File: config.mk
export PLATFORM = sky130hd
export DESIGN_NAME = trigger_sequencer
export DESIGN_NICKNAME = d
export VERILOG_FILES = /design/src/rtl/trigger_sequencer_pkg.sv /design/src/rtl/trigger_sequencer_repeat_timer.sv /design/src/rtl/trigger_sequencer.sv
export SDC_FILE = /design/constraint.sdc
export NUM_CORES = 1
export LEC_CHECK = 0
export ABC_AREA = 1
export CORE_MARGIN = 2
export CORE_UTILIZATION = 30
export DETAILED_ROUTE_END_ITERATION = 16
export DONT_BUFFER_PORTS = 1
export HOLD_SLACK_MARGIN = 0.12
export SLEW_MARGIN = 30
export SYNTH_ARGS = -nofsm -noshare
export SYNTH_HDL_FRONTEND = slang
export SYNTH_SLANG_ARGS = --single-unit
File: constraint.sdc
create_clock -name clk -period 2.2 [get_ports clk]
set_input_delay 0.44 -clock clk [delete_from_list [all_inputs] [get_ports clk]]
set_output_delay 0.44 -clock clk [all_outputs]
set_load 0.01 [all_outputs]
File: src/rtl/trigger_sequencer_pkg.sv
// -----------------------------------------------------------------------------
// trigger_seq_pkg
// Shared definitions for the trigger sequencer:
//   - 2-bit state encoding for the sequencing FSM
//   - width helper for the repeat counter (must hold 0..ACCEL_STEPS)
// -----------------------------------------------------------------------------
package trigger_seq_pkg;

    localparam logic [1:0] ST_READY    = 2'd0;
    localparam logic [1:0] ST_SETTLE   = 2'd1;
    localparam logic [1:0] ST_REFRESH  = 2'd2;
    localparam logic [1:0] ST_DEBOUNCE = 2'd3;

    typedef enum logic [1:0] {
        READY    = ST_READY,
        SETTLE   = ST_SETTLE,
        REFRESH  = ST_REFRESH,
        DEBOUNCE = ST_DEBOUNCE
    } state_t;

    // Width needed for a counter saturating at accel_steps (at least 1 bit).
    function automatic int rep_cnt_width(input int accel_steps);
        return (accel_steps < 1) ? 1 : $clog2(accel_steps + 1);
    endfunction

endpackage

File: src/rtl/trigger_sequencer_repeat_timer.sv
// -----------------------------------------------------------------------------
// repeat_timer
// Tracks how long the channels of the current inc_mask have been held and how
// many auto-repeats have occurred, and flags when the next repeat is due.
// Ports:
//   clk, reset      clock, asynchronous active-high reset
//   trigger         raw trigger inputs
//   inc_mask        channels responsible for the last increment
//   launch_edge     an increment caused by a fresh edge is launched this cycle
//   launch_repeat   an increment caused by auto-repeat is launched this cycle
//   repeat_due      hold time has reached the current repeat threshold
// -----------------------------------------------------------------------------
import trigger_seq_pkg::*;

module repeat_timer #(
    parameter int CHANNELS     = 6,
    parameter int CNT_WIDTH    = 20,
    parameter int REPEAT_DELAY = 333333,
    parameter int REPEAT_FAST  = 100000,
    parameter int ACCEL_STEPS  = 4
) (
    input  logic                clk,
    input  logic                reset,
    input  logic [CHANNELS-1:0] trigger,
    input  logic [CHANNELS-1:0] inc_mask,
    input  logic                launch_edge,
    input  logic                launch_repeat,
    output logic                repeat_due
);

    localparam int RW = rep_cnt_width(ACCEL_STEPS);
    localparam logic [RW-1:0]        REP_MAX  = RW'(ACCEL_STEPS);
    localparam logic [CNT_WIDTH-1:0] DELAY_M1 = CNT_WIDTH'(REPEAT_DELAY - 1);
    localparam logic [CNT_WIDTH-1:0] FAST_M1  = CNT_WIDTH'(REPEAT_FAST - 1);

    logic [CNT_WIDTH-1:0] r_hold_timer;
    logic [RW-1:0]        r_rep_cnt;
    logic [CNT_WIDTH-1:0] w_threshold_m1;
    logic                 w_mask_held;

    assign w_mask_held    = |(trigger & inc_mask);
    // Slow repeats until ACCEL_STEPS repeats have happened (never, if 0).
    assign w_threshold_m1 = (r_rep_cnt < REP_MAX) ? DELAY_M1 : FAST_M1;
    // Launching at threshold-1 puts consecutive inc_clk exactly threshold apart.
    assign repeat_due     = (r_hold_timer >= w_threshold_m1);

    always_ff @(posedge clk or posedge reset) begin
        if (reset) begin
            r_hold_timer <= '0;
            r_rep_cnt    <= '0;
        end else if (launch_edge) begin
            r_hold_timer <= '0;
            r_rep_cnt    <= '0;
        end else if (launch_repeat) begin
            r_hold_timer <= '0;
            r_rep_cnt    <= (r_rep_cnt == REP_MAX) ? r_rep_cnt : r_rep_cnt + 1'b1;
        end else if (!w_mask_held) begin
            r_hold_timer <= '0;
            r_rep_cnt    <= '0;
        end else if (r_hold_timer != '1) begin
            r_hold_timer <= r_hold_timer + 1'b1;
        end
    end

endmodule

File: src/rtl/trigger_sequencer.sv
// -----------------------------------------------------------------------------
// trigger_sequencer
// Multi-channel trigger front end: edge detect, auto-repeat with acceleration,
// then a fixed settle time before a refresh pulse and a debounce lockout.
// Ports:
//   clk, reset   clock, asynchronous active-high reset
//   trigger      synchronised active-high trigger inputs
//   repeat_en    allow auto-repeat launches
//   inc_clk      one-cycle increment pulse
//   inc_mask     channels behind the latest inc_clk (held until the next one)
//   ref_clk      one-cycle refresh pulse, SETTLE_CYCLES after inc_clk
//   busy         high whenever the sequencer is not READY
// -----------------------------------------------------------------------------
import trigger_seq_pkg::*;

module trigger_sequencer #(
    parameter int CHANNELS        = 6,
    parameter int CNT_WIDTH       = 20,
    parameter int DEBOUNCE_CYCLES = 10000,
    parameter int SETTLE_CYCLES   = 10,
    parameter int REPEAT_DELAY    = 333333,
    parameter int REPEAT_FAST     = 100000,
    parameter int ACCEL_STEPS     = 4
) (
    input  logic                clk,
    input  logic                reset,
    input  logic [CHANNELS-1:0] trigger,
    input  logic                repeat_en,
    output logic                inc_clk,
    output logic [CHANNELS-1:0] inc_mask,
    output logic                ref_clk,
    output logic                busy
);

    localparam logic [CNT_WIDTH-1:0] SETTLE_LAST = CNT_WIDTH'(SETTLE_CYCLES - 1);
    // DEBOUNCE exits when the counter reaches DEBOUNCE_CYCLES, so together with
    // the REFRESH cycle the first READY cycle is N+SETTLE+2+DEBOUNCE.
    localparam logic [CNT_WIDTH-1:0] DEB_LAST    = CNT_WIDTH'(DEBOUNCE_CYCLES);

    state_t               r_state, w_state_next;
    logic [CHANNELS-1:0]  r_prev, w_prev_next;
    logic [CHANNELS-1:0]  r_inc_mask, w_inc_mask_next;
    logic [CNT_WIDTH-1:0] r_cnt, w_cnt_next;
    logic                 r_inc_clk, w_inc_clk_next;
    logic                 r_ref_clk, w_ref_clk_next;
    logic                 r_busy;
    logic [CHANNELS-1:0]  w_rise, w_held;
    logic                 w_launch_edge, w_launch_repeat, w_repeat_due;

    // prev only updates in READY, so edges seen while busy surface on the
    // first READY cycle instead of being lost.
    assign w_rise = trigger & ~r_prev;
    assign w_held = trigger & r_prev;

    repeat_timer #(
        .CHANNELS     (CHANNELS),
        .CNT_WIDTH    (CNT_WIDTH),
        .REPEAT_DELAY (REPEAT_DELAY),
        .REPEAT_FAST  (REPEAT_FAST),
        .ACCEL_STEPS  (ACCEL_STEPS)
    ) u_repeat_timer (
        .clk           (clk),
        .reset         (reset),
        .trigger       (trigger),
        .inc_mask      (r_inc_mask),
        .launch_edge   (w_launch_edge),
        .launch_repeat (w_launch_repeat),
        .repeat_due    (w_repeat_due)
    );

    always_comb begin
        w_state_next    = r_state;
        w_prev_next     = r_prev;
        w_inc_mask_next = r_inc_mask;
        w_cnt_next      = r_cnt;
        w_inc_clk_next  = 1'b0;
        w_ref_clk_next  = 1'b0;
        w_launch_edge   = 1'b0;
        w_launch_repeat = 1'b0;
        case (r_state)
            READY: begin
                w_prev_next = trigger;
                // Fresh edges win over a due repeat; mask holds only new edges.
                if (w_rise != '0) begin
                    w_launch_edge   = 1'b1;
                    w_inc_clk_next  = 1'b1;
                    w_inc_mask_next = w_rise;
                    w_cnt_next      = '0;
                    w_state_next    = SETTLE;
                end else if (repeat_en && (w_held != '0) && w_repeat_due) begin
                    w_launch_repeat = 1'b1;
                    w_inc_clk_next  = 1'b1;
                    w_inc_mask_next = w_held;
                    w_cnt_next      = '0;
                    w_state_next    = SETTLE;
                end
            end
            SETTLE: begin
                if (r_cnt == SETTLE_LAST) begin
                    w_ref_clk_next = 1'b1;
                    w_cnt_next     = '0;
                    w_state_next   = REFRESH;
                end else begin
                    w_cnt_next = r_cnt + 1'b1;
                end
            end
            REFRESH: begin
                w_cnt_next   = '0;
                w_state_next = DEBOUNCE;
            end
            DEBOUNCE: begin
                if (r_cnt == DEB_LAST) begin
                    w_cnt_next   = '0;
                    w_state_next = READY;
                end else begin
                    w_cnt_next = r_cnt + 1'b1;
                end
            end
            default: begin
                w_cnt_next   = '0;
                w_state_next = READY;
            end
        endcase
    end

    always_ff @(posedge clk or posedge reset) begin
        if (reset) begin
            r_state    <= READY;
            r_prev     <= '0;
            r_inc_mask <= '0;
            r_cnt      <= '0;
            r_inc_clk  <= 1'b0;
            r_ref_clk  <= 1'b0;
            r_busy     <= 1'b0;
        end else begin
            r_state    <= w_state_next;
            r_prev     <= w_prev_next;
            r_inc_mask <= w_inc_mask_next;
            r_cnt      <= w_cnt_next;
            r_inc_clk  <= w_inc_clk_next;
            r_ref_clk  <= w_ref_clk_next;
            r_busy     <= (w_state_next != READY);
        end
    end

    assign inc_clk  = r_inc_clk;
    assign inc_mask = r_inc_mask;
    assign ref_clk  = r_ref_clk;
    assign busy     = r_busy;

    // The fast repeat must outlast one full settle/refresh/debounce pass.
    a_param_legal: assert property (@(posedge clk) disable iff (reset)
        REPEAT_FAST > SETTLE_CYCLES + DEBOUNCE_CYCLES + 2);

endmodule

==> results of run 1 <==
==> per-layer routing <==
metal,vias to the layer above,GRT usage,share of wire
met5,-,0,0
met4,0,0.0494,0.017
met3,18,0.0363,0.065
met2,127,0.249,0.47
met1,1816,0.193,0.45
li1,1882,-,-
==> flip-flops by register name (all words and copies together), names as in the netlist <==
name and cells:
r_cnt 20, u_repeat_timer.r_hold_timer 20, inc_mask 6, r_prev 6, u_repeat_timer.r_rep_cnt 3, r_state 2
busy 1, inc_clk 1, ref_clk 1
==> final cells by class <==
type | instances | area [µm²]
well taps | 176 | 220
inverters | 86 | 323
repair buffers | 18 | 191
fillers | 1397 | 8500
multi-input cells | 412 | 2200
clock inverters | 7 | 75.1
clock buffers | 9 | 225
flip-flops and latches | 60 | 1500
==> power breakdown <==
part           leakage (nW)  total [mW]  switching (mW)  internal (mW)
Clock                 0.138        1.42           0.538          0.881
Combinational          1.38       0.215           0.132         0.0824
Sequential            0.762        1.18          0.0454           1.13
==> cell usage after synthesis, drive strengths merged, types with 5 or more instances <==
| cell type | count |
|---|---|
| o211ai | 13 |
| nor2 | 54 |
| nand4 | 18 |
| nor4 | 7 |
| inv | 86 |
| o21ai | 40 |
| ha | 13 |
| buf | 10 |
| a21oi | 5 |
| xnor2 | 5 |
| nand2 | 150 |
| nor3 | 21 |
| nand3 | 56 |
| xor2 | 20 |
| dfrtp | 60 |
==> cells by family after synthesis <==
group / after synthesis / share of synthesized area
AND/OR/NAND/NOR: 309 / 0.342
buffers and inverters: 100 / 0.103
adder cells (fa/ha/maj): 13 / 0.0401
AO/OA/AOI/OAI: 63 / 0.0906
flip-flops: 60 / 0.370
XOR/XNOR: 25 / 0.0539
==> through the flow <==
stage          setup slack [ns]  utilization
2_1_floorplan             0.275            -
3_3_place_gp              0.157        0.324
3_5_place_dp             0.0753        0.324
4_1_cts                  0.0838        0.348
5_1_grt                -0.00864        0.358
6_report                  0.109        0.358
==> how the worst min path moves through the flow <==
stage                                      startpoint                          end  slack, ns  depth (start not counted)
after global routing                       trigger[5]                    r_prev[5]       0.25                          2
after global placement                          reset                    r_cnt[15]       0.26                          1
after floorplan           u_repeat_timer.r_rep_cnt[1]  u_repeat_timer.r_rep_cnt[1]       0.47                          2
after detailed placement                        reset                    r_cnt[15]       0.26                          1
after CTS                                  trigger[3]                    r_prev[3]       0.22                          2
final                                      trigger[3]                    r_prev[3]       0.23                          2
==> what timing repair did <==
| item | in CTS | in global routing |
|---|---|---|
| setup buffers | 0 | 3 |
| hold buffers | 1 | 0 |
| endpoints found under the hold margin | 7 | 0 |
| gates resized for setup | 0 | 12 |
| endpoints found under the setup margin | 0 | 49 |
==> results.yml, run 1 <==
critical_path:
  setup.worst_path.end_class: "register"
  cp.depth: 10
  worst-path-buf-inv: 2
  r2r-start: "u_repeat_timer.r_rep_cnt[2]"
  rr_worst_depth: 10
  r2r_end: "u_repeat_timer.r_hold_timer[10]"
  critPathTopFamily: "simple AND/OR/NAND/NOR gates"
  crit_arrival_ns: 2.33
  r2r_slack_ns: 0.11
  cpMaxStageDelayCell: "dfrtp_1"
  critPathRequiredTime_ns: 2.44
  crit_path_start_kind: "register"
  slowest_delay_ns: 0.37
  endpoint: "u_repeat_timer.r_hold_timer[10]"
  worstSetupStartpoint: "u_repeat_timer.r_rep_cnt[2]"
  crit_chain: "buf_4 > ha_1 > nand2_1 > o21ai_0 > a21oi_2 > nand3_4 > nand3_4 > nand3_4 > buf_4 > o21ai_0"
  path_max_fanout: 6
  crit_top_cell: "nand3_4"
  path_class: "register to register"
place:
  post-dp-hpwl_mm: 7.71
  place_inst: 745
  gp_congestion: 0.925
  place_area_um2: 4290
  portBuffers: 0
synth:
  yosys.area.top_type: "dfrtp_1"
  synth-seq-cells: 60
  synth_seq_area_share: 0.370
  synth_fp_nets: 592
  synthDistinctLibCells: 31
  synth_ff_type: "dfrtp_1"
  netlist.area_leader.share: 0.370
  syn_area_um2: 4060
  async_flop_share: 1.00
  ys.warnings.count: 0
  postSynthCellCount: 570
  synth.avg_cell_area_um2: 7.12
  ys_top_cells_by_area: "dfrtp_1, nand2_1, inv_1, nand3_1, nor2_1"
  synth_edf_count: 0
outcome:
  status: "finished clean"
routing:
  drt-wirelength-per-cell_um: 14.0
  drt_iter0_markers: 309
  finalWirelength_mm: 10.7
  vias: 3843
  drc: 0
  viasPerCell: 5.00
  ant_nets: 0
  drtPass1Iterations: 5
grt:
  grt_pass1_wl_mm: 17.5
  overflow: 0
  first_global_vias: 3663
  antenna_found_initial: 0
  grtUsageTotal: 0.150
  grt_max_degree: 54
power:
  p_per_area_nw_per_um2: 593
  ir_worst_vdd_v: 0.000325
  p_leak_nw: 2.28
  power_mw: 2.81
clock_tree:
  cts_tree: "yes"
  cts.clk_slew.worst_paths_ns: 0.06
  clk_latency_ns: 0.33
  root_buffer: "clkbuf_16"
  clock_path_buffers: 2
  h-tree-depth: 3
  cts.sinks: 60
  cts_buffers: 9
layout:
  layout_common_cells: "nand2_1, inv_1, dfrtp_1, nand3_1, nor2_1"
  design_area_um2: 4740
  diodes: 0
  fin_cells: 768
  final_common_cell: "nand2_1"
  fin_nets: 609
  area_growth_pct: 16.8
  drive_above_1_share: 0.0929
run:
  drv_cap: 0
sta:
  fin_crit_sh: 0.950
  clock-skew-final_ns: 0.00954
  setup_violations: 0
  hold_viol: 0
  min_period_ns: 2.09
  timing.hold.ws_ns: 0.232
  relSlewSlack: 0.610
  fmax_ghz: 0.478
  final_max_slew_viol_count: 0
  worst_pin_slew_ns: 0.580
  tns_ns: 0
floorplanning:
  dieArea_um2: 14500
  coreArea_um2: 13200
  initial_utilization: 0.307
  pin_count: 18
  rows: 42
  die_h_um: 120
  chipWidth_um: 120
hold_path:
  holdCritPathClass: "primary input to register"
(Power assumes the default switching activity.)
==> run 2: changes to the inputs <==
--- a/config.mk
+++ b/config.mk
@@ -6,8 +6,9 @@
 export NUM_CORES = 1
 export LEC_CHECK = 0
 export ABC_AREA = 1
-export CORE_MARGIN = 2
+export CORE_MARGIN = 4
 export CORE_UTILIZATION = 30
+export CTS_CLUSTER_SIZE = 24
 export DETAILED_ROUTE_END_ITERATION = 16
 export DONT_BUFFER_PORTS = 1
 export HOLD_SLACK_MARGIN = 0.12
==> results.yml, run 2 (same netlist as run 1, synthesis figures left out) <==
layout:
  drive_above_1_share: 0.102
  layout_common_cells: "nand2_1, inv_1, dfrtp_1, nand3_1, nor2_1"
  design_area_um2: 4770
  fill_cells: 1410
  top_regs: "r_cnt (20), u_repeat_timer.r_hold_timer (20)"
  fin_nets: 613
  diodes: 0
  area_growth_pct: 17.6
  multi_input_area_um2: 2210
  seq_area_um2: 1500
  utilization: 0.361
  final_common_cell: "nand2_1"
hold_path:
  min_from: "trigger[5]"
  min_delay_path_depth: 2
  holdCritPathClass: "primary input to register"
  holdPathEnd: "r_prev[5]"
clock_tree:
  cts.clk_slew.worst_paths_ns: 0.06
  clk_latency_ns: 0.33
  h-tree-depth: 3
  clock_path_buffers: 2
  cts_buffers: 9
  cts.sinks: 60
  root_buffer: "clkbuf_16"
  cts_tree: "yes"
place:
  portBuffers: 0
  gp_congestion: 0.930
  post-dp-hpwl_mm: 7.90
  pre_cts_ws_ns: 0.0886
  place_area_um2: 4330
outcome:
  status: "finished clean"
grt:
  grt_pass1_wl_mm: 18.5
  first_global_vias: 3655
  overflow: 0
  grtUsageTotal: 0.145
  grt_max_degree: 35
  antenna_found_initial: 0
routing:
  finalWirelength_mm: 10.8
  viasPerCell: 4.96
  ant_nets: 0
  drt-wirelength-per-cell_um: 14.0
  drtPass1Iterations: 5
  vias: 3831
  drc: 0
  drt_iter0_markers: 281
sta:
  fin_crit_sh: 0.940
  timing.hold.ws_ns: 0.232
  hold_viol: 0
  relSlewSlack: 0.643
  final_max_slew_viol_count: 0
  fmax_ghz: 0.484
  worst_pin_slew_ns: 0.530
  setup_violations: 0
  min_period_ns: 2.07
  clock-skew-final_ns: 0.0108
  setup_slack_ns: 0.132
critical_path:
  r2r_slack_ns: 0.13
  path_class: "register to register"
  setup.worst_path.end_class: "register"
  crit_top_cell: "nand3_4"
  crit_arrival_ns: 2.29
  rr_worst_depth: 11
  r2r-start: "u_repeat_timer.r_rep_cnt[2]"
  critPathRequiredTime_ns: 2.42
  slowest_delay_ns: 0.38
  crit_chain: "inv_1 > ha_1 > a21oi_1 > nand2_1 > a21oi_2 > nand3_4 > nand3_4 > nand3_4 > buf_4 > nand3_1 > nand2_1"
  r2r_end: "u_repeat_timer.r_rep_cnt[1]"
  crit_path_start_kind: "register"
  cpMaxStageDelayCell: "dfrtp_1"
  path_max_fanout: 5
floorplanning:
  rows: 42
  die_h_um: 124
  dieArea_um2: 15500
  pin_count: 18
  coreArea_um2: 13200
  chipWidth_um: 124
  initial_utilization: 0.307
power:
  ir_worst_vdd_v: 0.000485
  power_mw: 2.92
  p_leak_nw: 2.30
  p_per_area_nw_per_um2: 611
run:
  drv_cap: 0
-- run 2: per-layer routing --
metal / vias to the layer above / GRT usage / share of wire
met5: - / 0 / 0
met4: 0 / 0.0509 / 0.016
met3: 15 / 0.0352 / 0.056
met2: 97 / 0.229 / 0.46
met1: 1808 / 0.193 / 0.46
li1: 1911 / - / -
-- run 2: repair_timing --
item                                   in CTS  in global routing
setup endpoints to repair                   0                 41
resized for setup                           0                 14
buffers inserted                            0                  3
endpoints found under the hold margin      20                  0
hold buffers                                1                  0
-- run 2: cell type report --
cell class,count,area share
clock buffer,9,0.0472
clock inverter,7,0.0207
inverter,86,0.0676
multi-input combinational,412,0.463
sequential,60,0.314
tap,176,0.0461
timing repair buffer,22,0.0409
-- run 2: critical path: cells and delay by family, from the launching register on --
family,cells,cell delay (ns)
AOI/OAI and AO/OA,2,0.34
buffers and inverters,2,0.37
adders and majority gates,1,0.30
DFF,1,0.38
and+or+nand+nor,6,0.57
-- run 2: worst max-delay path by stage --
stage	from	to	slack [ns]	cells past startpoint
global route	u_repeat_timer.r_rep_cnt[2]	u_repeat_timer.r_rep_cnt[1]	-0.01	11
CTS	u_repeat_timer.r_rep_cnt[2]	u_repeat_timer.r_hold_timer[10]	0.09	11
finish	u_repeat_timer.r_rep_cnt[2]	u_repeat_timer.r_rep_cnt[1]	0.13	11
floorplan	reset	busy	0.28	1
detailed placement	u_repeat_timer.r_rep_cnt[2]	u_repeat_timer.r_hold_timer[10]	0.09	11
global placement	u_repeat_timer.r_rep_cnt[2]	u_repeat_timer.r_hold_timer[10]	0.12	11
-- run 2: report_power, final --
part	switching, mW	internal [mW]
Clock	0.540	0.998
Combinational	0.129	0.0838
Sequential	0.0361	1.13
-- run 2: metrics by stage --
stage | TNS, ns | instances
floorplan | 0 | 570
global placement | 0 | 750
detailed placement | 0 | 750
CTS | 0 | 767
global route | -0.0313 | 772
finish | 0 | 772
==> variant 1: new RTL, settings of run 2 <==
`CNT_WIDTH` is set to 20 in 2 places; all go to 24.
--- a/src/rtl/trigger_sequencer_repeat_timer.sv
+++ b/src/rtl/trigger_sequencer_repeat_timer.sv
@@ -14,7 +14,7 @@
 
 module repeat_timer #(
     parameter int CHANNELS     = 6,
-    parameter int CNT_WIDTH    = 20,
+    parameter int CNT_WIDTH    = 24,
     parameter int REPEAT_DELAY = 333333,
     parameter int REPEAT_FAST  = 100000,
     parameter int ACCEL_STEPS  = 4
--- a/src/rtl/trigger_sequencer.sv
+++ b/src/rtl/trigger_sequencer.sv
@@ -15,7 +15,7 @@
 
 module trigger_sequencer #(
     parameter int CHANNELS        = 6,
-    parameter int CNT_WIDTH       = 20,
+    parameter int CNT_WIDTH       = 24,
     parameter int DEBOUNCE_CYCLES = 10000,
     parameter int SETTLE_CYCLES   = 10,
     parameter int REPEAT_DELAY    = 333333,
Behaviour: same outputs for any inputs over 10 cycles, from zero or initial values and one cycle with reset high; that may be too few to reach the edited logic, so the function may still have changed.
==> variant 1 against run 2 <==
  * Worst hold slack improved by 0.020 ns
  * Sequential cell count rose by 8
  * Final cell count rose by 9.6%
  * Die area rose by 11%
  * Final area rose by 11%
  * Synthesized area rose by 11%
  * Wire length rose by 7.5%
  * Setup slack got worse by 0.023 ns
  * Global-route usage fell by 0.38 points
  * Non-clock buffer count rose by 3
  * Highest routed layer unchanged
Power is not compared: it rests on default switching activity, and its combinational part moved more than twofold at a synthesized area within 25%.
==> variant 1: results (changes against run 2) <==
placed cell area 4880 um^2 (+13%); Placed Cells 826 (+10%); top post-synthesis cells by area dfrtp_1 (38%), nand2_1 (13%), inv_1 (7.5%); final WL 11610 um (+7.5%); Post-Syn Nets 651 (+10%); Clock Latency Late Sink 0.33 ns (about the same); M2 GR Usage 0.2174 (-0.01197); layout cells sized above 1 0.1163 (+0.01397); XOR/XNOR share of the synthesized area 0.05808 (+0.004129); DR WL/cell 13.72 um (-1.9%); r2r setup slk 0.11 ns (-0.02 ns); skew final 0.009343 ns (-0.001455 ns); Sw Share 0.3360; Post-Place Setup Slack -0.06509 ns (-0.1537 ns); Least-Margin Pin Slew 0.4435 ns (-0.08668 ns); post-synthesis sequential area ratio 0.3761 (+0.006193); first-pass GRT wire length 19320 um (+4.2%); hold slack 0.2517 ns (+0.01978 ns); HPWL Detailed 8723 um (+10%); status finished clean; Final min period 2.091 ns (+0.02291 ns); M1 GR Usage 0.2048 (+0.01183); Avg Inst Size Synth 7.193 um^2 (+1.0%); Compound-Gate Fraction of Synth Area 0.09513 (+0.004504); vias in the first global route 3810 (+4.2%); met3 usage 0.01707 (-0.01809); met3 WL post-DR 526 um (-13%); Initial DRC Count 204 (-27%); total iterations of the first detailed-routing run 4 (-1); Largest regs r_cnt (24), u_repeat_timer.r_hold_timer (24); vias 4155 (+8.5%); CP Max Fanout 8 (+3); WHS Endpoint r_prev[2]; met2 WL 5231 um (+4.6%); Yosys cell types 39 (+26%); Resize count post-CTS 2 (+2); worst hold start trigger[2]; post-synthesis adder-cell area fraction 0.03595 (-0.004123)
[variant 1: cell types whose count changed in the layout (fill, tap and decap cells not counted), moves of 5 or more]
| cell | before | now |
|---|---|---|
| o22ai_1 | 1 | 6 |
| nor2_1 | 50 | 63 |
| dfrtp_1 | 60 | 68 |
| nand2_1 | 146 | 155 |
| buf_4 | 16 | 23 |
[variant 1: cell type report]
class | instances | area (um^2)
fillers | 1538 | 9358
multi-input cells | 460 | 2510
flip-flops and latches | 68 | 1702
inverters | 93 | 357.8
clock buffers | 10 | 239.0
well taps | 184 | 230.2
repair buffers | 25 | 202.7
clock inverters | 6 | 45.04
[variant 1: critical path, stage by stage (launching register included)]
cell and delay, ns:
dfrtp_1 0.43, ha_1 0.29, inv_1 0.04, nor2_2 0.09, nand2_1 0.07, nor2_2 0.13, nand2_1 0.06, nor2_1 0.10
nand2_1 0.09, nand2_4 0.11, nand2_4 0.07, nand2_4 0.09, clkinvlp_4 0.18, nand2_1 0.12, o211ai_1 0.09
==> variant 2: new RTL, config.mk and constraints of run 2 <==
Without the edit above. Register the output `inc_mask` once more, with the module's reset; this adds one clock of latency there. The other outputs are not delayed to match.
--- a/src/rtl/trigger_sequencer.sv
+++ b/src/rtl/trigger_sequencer.sv
@@ -36,6 +36,8 @@
     // DEBOUNCE exits when the counter reaches DEBOUNCE_CYCLES, so together with
     // the REFRESH cycle the first READY cycle is N+SETTLE+2+DEBOUNCE.
     localparam logic [CNT_WIDTH-1:0] DEB_LAST    = CNT_WIDTH'(DEBOUNCE_CYCLES);
+
+    logic [CHANNELS-1:0] inc_mask_d;
 
     state_t               r_state, w_state_next;
     logic [CHANNELS-1:0]  r_prev, w_prev_next;
@@ -144,7 +146,7 @@
     end
 
     assign inc_clk  = r_inc_clk;
-    assign inc_mask = r_inc_mask;
+    assign inc_mask_d = r_inc_mask;
     assign ref_clk  = r_ref_clk;
     assign busy     = r_busy;
 
@@ -152,5 +154,13 @@
     a_param_legal: assert property (@(posedge clk) disable iff (reset)
         REPEAT_FAST > SETTLE_CYCLES + DEBOUNCE_CYCLES + 2);
 
+    always_ff @(posedge clk or posedge reset) begin
+        if (reset) begin
+            inc_mask <= '0;
+        end else begin
+            inc_mask <= inc_mask_d;
+        end
+    end
+
 endmodule
 
Check against the original RTL: not equivalent (Yosys sat finds a counterexample within 4 cycles, from zero or initial values and one cycle with reset high).
==> variant 2 against run 2 <==
  * Wire length down 0.82%
  * Setup slack worse by 0.015 ns
  * Synthesized area up 1.5%
  * Final area about the same
  * Sequential cell count up 6
  * Die area up 1.4%
  * Highest routed layer unchanged
Power is not compared: it rests on default switching activity, and its combinational part moved more than twofold at a synthesized area within 25%.
==> variant 2: results (changes against run 2) <==
status finished clean; worst hold start trigger[1]; total iterations of the first detailed-routing run 6 (+1); max incr delay on CP 0.40 ns (+0.02 ns); met2 WL 4867 um (-2.7%); Filler Cell Count 1403 (-0.50%); post-synthesis sequential area ratio 0.4007 (+0.03081); final WL 10700 um (-0.82%); Initial DRC Count 273 (-2.8%); reg2reg end u_repeat_timer.r_hold_timer[16]; Final period util 0.9467 (+0.006641); hold slack 0.2281 ns (-0.003868 ns); Post-Place Setup Slack 0.1071 ns (+0.01852 ns); metal1 wirelength 5072 um (+1.2%); Total Routing Usage GR 0.1420 (-0.002783); gp weighted congestion 0.9173 (-1.3%); CP Max Fanout 12 (+7); Compound-Gate Fraction of Synth Area 0.09897 (+0.008339); final cell count without fillers 756 (-2.1%); Clock Latency Late Sink 0.33 ns (about the same); vias in the first global route 3735 (+2.2%); vias 3792 (-1.0%); largest net degree at the start of global routing 31 (-11%); Worst Path Arrival 2.31 ns (+0.02 ns); placed cell area 4431 um^2 (+2.3%); FF-to-FF path depth 12 (+1); Flop pwr share 0.404; Yosys cell types 39 (+26%); Post-Syn Nets 578 (-2.4%); HPWL Detailed 7949 um (+0.63%); WHS Endpoint r_prev[1]; Post-synth top cells nand2_1 (137), inv_1 (84), dfrtp_1 (66), nor2_1 (43), nand3_1 (37); Placed Cells 739 (-1.5%); Least-Margin Pin Slew 0.6087 ns (+0.07854 ns); Avg Inst Size Synth 7.413 um^2 (+4.1%); XOR/XNOR share of the synthesized area 0.04250 (-0.01144); nets 597 (-2.6%); top post-synthesis cells by area dfrtp_1 (40%), nand2_1 (12%), inv_1 (7.7%); skew final 0.008665 ns (-0.002133 ns); first-pass GRT wire length 18400 um (-0.82%); post-synthesis adder-cell area fraction 0.03947 (-0.0006083)
-- variant 2: cell types whose count changed in the layout (fill, tap and decap cells not counted), sizes merged, moves of 3 or more --
cell,before,now
o211ai,13,6
o21ai,40,36
nand2,150,142
nand3,57,42
xor2,20,17
a21oi,5,13
dfrtp,60,66
o22ai,1,12
nor2,54,48
buf,21,17
-- variant 2: cell type report --
cell class,instances,area (um^2),area share
multi-input combinational,395,2102,0.4405
sequential,66,1652,0.3461
inverter,85,319.1,0.06686
clock buffer,9,225.2,0.04719
tap,176,220.2,0.04615
timing repair buffer,18,153.9,0.03225
clock inverter,7,100.1,0.02098
-- variant 2: metal layers --
metal	vias to the layer above	global-route usage
li1	1863	-
met1	1813	0.1890
met2	91	0.2268
met3	25	0.03198
met4	0	0.05230
met5	-	0
